File: src/rtl/digit_serial_adder_subtractor.sv
// Digit-serial two's-complement adder/subtractor: DIGIT bits per clock, LSB digit first.
// Operands are latched on start; result and flags are published together on the last digit edge.
//
// state | meaning
// IDLE  | waiting for start; outputs hold the last result
// RUN   | one digit processed per clock, N clocks total
module digit_serial_adder_subtractor #(
    parameter int WIDTH = 8,
    parameter int DIGIT = 1
) (
    input  logic             clk,
    input  logic             rst_n,
    input  logic             start,
    input  logic             opcode,
    input  logic [WIDTH-1:0] a,
    input  logic [WIDTH-1:0] b,
    output logic             busy,
    output logic             done,
    output logic [WIDTH-1:0] sum,
    output logic             overflow,
    output logic             carry_out,
    output logic             zero
);

    localparam int N  = WIDTH / DIGIT;
    localparam int CW = (N > 1) ? $clog2(N) : 1;

    typedef enum logic {IDLE, RUN} state_t;

    state_t           state;
    logic [WIDTH-1:0] op_a;
    logic [WIDTH-1:0] op_b;
    logic [WIDTH-1:0] acc;
    logic             carry_r;
    logic [CW-1:0]    cnt;

    logic [DIGIT:0]   low_sum;
    logic             msb_cin;
    logic [WIDTH-1:0] dsum_ext;
    logic [WIDTH-1:0] acc_next;

    // Carry into the digit MSB is recovered from the MSB sum bit, so no DIGIT==1 special case.
    always_comb begin
        low_sum  = {1'b0, op_a[DIGIT-1:0]} + {1'b0, op_b[DIGIT-1:0]} + {{DIGIT{1'b0}}, carry_r};
        msb_cin  = low_sum[DIGIT-1] ^ op_a[DIGIT-1] ^ op_b[DIGIT-1];
        dsum_ext = WIDTH'(low_sum[DIGIT-1:0]);
        acc_next = (acc >> DIGIT) | (dsum_ext << (WIDTH - DIGIT));
    end

    always_ff @(posedge clk or negedge rst_n) begin
        if (!rst_n) begin
            state     <= IDLE;
            op_a      <= '0;
            op_b      <= '0;
            acc       <= '0;
            carry_r   <= 1'b0;
            cnt       <= '0;
            busy      <= 1'b0;
            done      <= 1'b0;
            sum       <= '0;
            overflow  <= 1'b0;
            carry_out <= 1'b0;
            zero      <= 1'b0;
        end else begin
            done <= 1'b0;
            case (state)
                IDLE: begin
                    if (start) begin
                        op_a    <= a;
                        op_b    <= b ^ {WIDTH{opcode}};
                        carry_r <= opcode;
                        acc     <= '0;
                        cnt     <= '0;
                        busy    <= 1'b1;
                        state   <= RUN;
                    end
                end
                RUN: begin
                    op_a    <= op_a >> DIGIT;
                    op_b    <= op_b >> DIGIT;
                    carry_r <= low_sum[DIGIT];
                    acc     <= acc_next;
                    cnt     <= cnt + CW'(1);
                    if (cnt == CW'(N - 1)) begin
                        sum       <= acc_next;
                        carry_out <= low_sum[DIGIT];
                        overflow  <= msb_cin ^ low_sum[DIGIT];
                        zero      <= (acc_next == '0);
                        busy      <= 1'b0;
                        done      <= 1'b1;
                        state     <= IDLE;
                    end
                end
                default: state <= IDLE;
            endcase
        end
    end

endmodule
File: config.mk
export PLATFORM = sky130hd
export DESIGN_NAME = digit_serial_adder_subtractor
export DESIGN_NICKNAME = d
export VERILOG_FILES = /design/src/rtl/digit_serial_adder_subtractor.sv
export SDC_FILE = /design/constraint.sdc
export NUM_CORES = 1
export LEC_CHECK = 0
export CORE_MARGIN = 2
export CORE_UTILIZATION = 45
export CTS_BUF_LIST = sky130_fd_sc_hd__clkbuf_16
export CTS_CLUSTER_DIAMETER = 30
export DETAILED_ROUTE_END_ITERATION = 10
export GPL_ROUTABILITY_DRIVEN = 0
export HOLD_SLACK_MARGIN = 0.15
export PLACE_DENSITY = 0.76
export SLEW_MARGIN = 25
export SYNTH_ARGS = -nofsm -noshare
export SYNTH_HDL_FRONTEND = slang
export SYNTH_SLANG_ARGS = --single-unit
export TNS_END_PERCENT = 20
File: constraint.sdc
create_clock -name clk -period 1.75 [get_ports clk]
set_input_delay 0.35 -clock clk [delete_from_list [all_inputs] [get_ports clk]]
set_output_delay 0.35 -clock clk [all_outputs]
set_load 0.01 [all_outputs]
==> key figures <==
STA
  – Slew headroom: 65.91%
  – Clock Skew: 6.981 ps
  – Final Max Slew Viols: 0
  – Maximum clock rate: 637.6 MHz
  – Final Hold Violating Endpoints: 0
  – RSZ-0062 raised after global routing: no
  – Min Tclk post-route: 1568 ps
  – Worst setup slack after layout: between 150 and 200 ps
  – Actual slew at the worst max-slew pin: 511.3 ps
  – Sum Neg Setup Slack: 0 ps
  – Tcrit/Tclk final: 89.62%
  – Final setup violation count: 0

Min path
  – Worst Hold Class: flip-flop to flip-flop
  – Hold Crit Start: zero$_DFFE_PN0P_

Power
  – Switching pwr: 0.001208 W
  – Switching part of the total power: 30.33%
  – Pwr Total: roughly 0.004 W
  – LEAKAGE: 1.122 nW
  – Clock power frac: 25.1%
  – PD cells: 1670 mW/mm2
  – Maximum VDD drop: 0.5899 mV
  – Logic pwr share: 34.0%
  – Flop pwr share: around two fifths
  – P_int: 0.002774 W

Place
  – Pre-CTS setup slack: 166.9 ps
  – Dpl hpwl: 2.397 mm
  – Count of input and output buffers: 32
  – Placed insts: around 230

Synthesis
  – Syn Area/Cell: between 10 and 15 um2
  – Ys Warns: 0
  – Post-synth top area share: 55.67%
  – Total nets after synthesis: 175
  – Flops & latches, synth: slightly above 40
  – Synth top cells by count: 41 x dfrtp_1, 20 x nand2_1, 19 x o21ai_0
  – Area contributors post-synth: dfrtp_1 56%, mux2i_1 9.2%, o21ai_0 5.2%, mux2_4 4.1%, nand2_1 4.1%
  – Most used standard cell by instance count after synthesis: dfrtp_1
  – Dominant cell type by area after synthesis: dfrtp_1
  – Post-Syn Area: 0.001843 mm2
  – Register area share after synthesis: 55.67%
  – Syn Inst Count: 152
  – Synth unique cells: 22
  – Main synth FF type: dfrtp_1
  – EDFF count, synth: 0
  – Ys async rst share: 100.0%

Finish
  – Final Instance Count excl. Fillers: 239
  – Area grow syn2layout: 29.40%
  – Fin nets: 212
  – Layout cells sized above 1: 13.23%
  – Fill cells: 307
  – Post-layout util: around three fifths
  – N_diodes: 0

Detailed routing
  – Average wire per standard cell: roughly 14 um
  – Drt pass-1 iters: 4
  – DRT iter0 DRCs: 90
  – ANT nets after route: 0
  – Total number of vias: 1,220
  – Vias per inst: 5.105
  – Post-Route WL: 3.293 mm
  – DRC: 0

Worst setup path
  – Crit path from: op_a[0]$_DFFE_PN0P_
  – Crit Path Category: flip-flop to flip-flop
  – CP Max Fanout: 4
  – Startpoint types: flip-flop
  – Worst Path Required: 1900 ps
  – Crit end category: flip-flop
  – R2R Path Start: op_a[0]$_DFFE_PN0P_
  – CP Data Arrival Time: 1720 ps

Floorplanning
  – Die H: 68.00 um
  – Die footprint: 0.004623 mm2
  – Num rows: 23
  – Width of the die: 68.00 um
  – Total core area: 0.003971 mm2
  – Boundary Pins: 33
  – Initial Utilization: a little under half

Clock tree
  – Worst-path clk slew: about 60 ps
  – Clock Tree Buf Depth: 2
  – Post-CTS setup buffers: 0
  – CTS tree: yes
  – Clock latency at the later pin of the worst-skew pair: between 200 and 300 ps
  – CTS buffer count: 5
  – CTS Root Cell: clkbuf_16
  – H-tree depth reported by CTS: 2
  – Sink Count: 41

GRT
  – Largest net degree at the start of global routing: 33
  – Vias in the first global route: 1,208
  – Total gr overflow: 0
  – Global-route wire length before repair: 5.485 mm
  – Initial antenna violation count: 0
  – All-Layer GR Usage: 16.58%

Status
  – Outcome: finished clean

Run
  – Total of max-cap violations: 0
-- placed cells by master, fill, tap and decap left out, types with 3 or more instances in the layout --
| master | n |
|---|---|
| nand2_1 | 20 |
| clkdlybuf4s50_1 | 31 |
| a22o_1 | 7 |
| mux2i_1 | 17 |
| clkbuf_16 | 5 |
| nand2b_1 | 3 |
| buf_4 | 6 |
| xor2_1 | 7 |
| mux2_2 | 4 |
| mux2_4 | 5 |
| xnor2_1 | 4 |
| nor2_1 | 5 |
| dfrtp_1 | 41 |
| o21ai_0 | 19 |
-- power by group through the flow --
| stage | logic, W | clock network [W] | registers, W |
|---|---|---|---|
| 2_1_floorplan | 0.000933 | 0 | 0.00160 |
| 3_3_place_gp | 0.00130 | 0 | 0.00162 |
| 3_5_place_dp | 0.00137 | 0 | 0.00164 |
| 4_1_cts | 0.00138 | 0.00102 | 0.00163 |
| 5_1_grt | 0.00151 | 0.00106 | 0.00168 |
| 6_report | 0.00135 | 0.00100 | 0.00163 |
-- metrics by stage --
| stage | area [um2] | hold WS [ps] |
|---|---|---|
| after global placement | 2215 | 324.4 |
| after detailed placement | 2215 | 335.8 |
| after global routing | 2385 | 499.2 |
| final | 2385 | 478.7 |
| after CTS | 2385 | 481.9 |
| after floorplan | 1843 | 54.41 |
-- state kept, by name, indices dropped and copies added (netlist names) --
signal     count
op_a           8
op_b           8
sum            8
acc            7
cnt            3
busy           1
carry_out      1
carry_r        1
done           1
overflow       1
state          1
zero           1
-- cells by family after synthesis --
kind of cell    Yosys count  synth area share, %
simple gates             31                7.400
fa+ha+maj                 3                2.444
xor+xnor                 11                5.227
buf+inv                  12                4.277
mux                      26                15.75
flops                    41                55.67
compound gates           28                9.233
-- layout make-up --
| type | instances | area, um2 | share of cell area (%) |
|---|---|---|---|
| tap | 50 | 62.56 | 2.623 |
| clock buffer | 5 | 125.1 | 5.247 |
| multi-input combinational | 99 | 738.2 | 30.95 |
| timing repair buffer | 40 | 390.4 | 16.37 |
| sequential | 41 | 1026 | 43.02 |
| clock inverter | 2 | 35.03 | 1.469 |
| inverter | 2 | 7.507 | 0.3148 |
-- critical path, stage by stage (launching register included) --
cell and delay, ps:
dfrtp_1 420, fa_1 640, xnor2_1 150, xnor2_1 130, o21ai_0 90
-- per-layer routing --
metal	GRT usage, %	routed length [um]	vias to the layer above
li1	-	-	592
met1	18.19	1370	590
met2	29.25	1710	31
met3	4.112	139	7
met4	9.000	72	0
met5	0	0	-
-- timing repair --
action | 4_1_cts | 5_1_grt
resized for setup | 0 | 0
hold buffers | 1 | 0
hold endpoints to repair | 20 | 0
-- final timing paths --
| path | end | cells past startpoint | slack [ps] |
|---|---|---|---|
| hold / removal | zero$_DFFE_PN0P_ | 2 | 480 |
| hold reg to reg | zero$_DFFE_PN0P_ | 2 | 480 |
| setup / recovery | overflow$_DFFE_PN0P_ | 4 | 180 |
| min in group asynchronous | zero$_DFFE_PN0P_ | 2 | 550 |
| max in group asynchronous | sum[3]$_DFFE_PN0P_ | 3 | 660 |
| setup reg to reg | overflow$_DFFE_PN0P_ | 4 | 180 |
(Power assumes the default switching activity.)
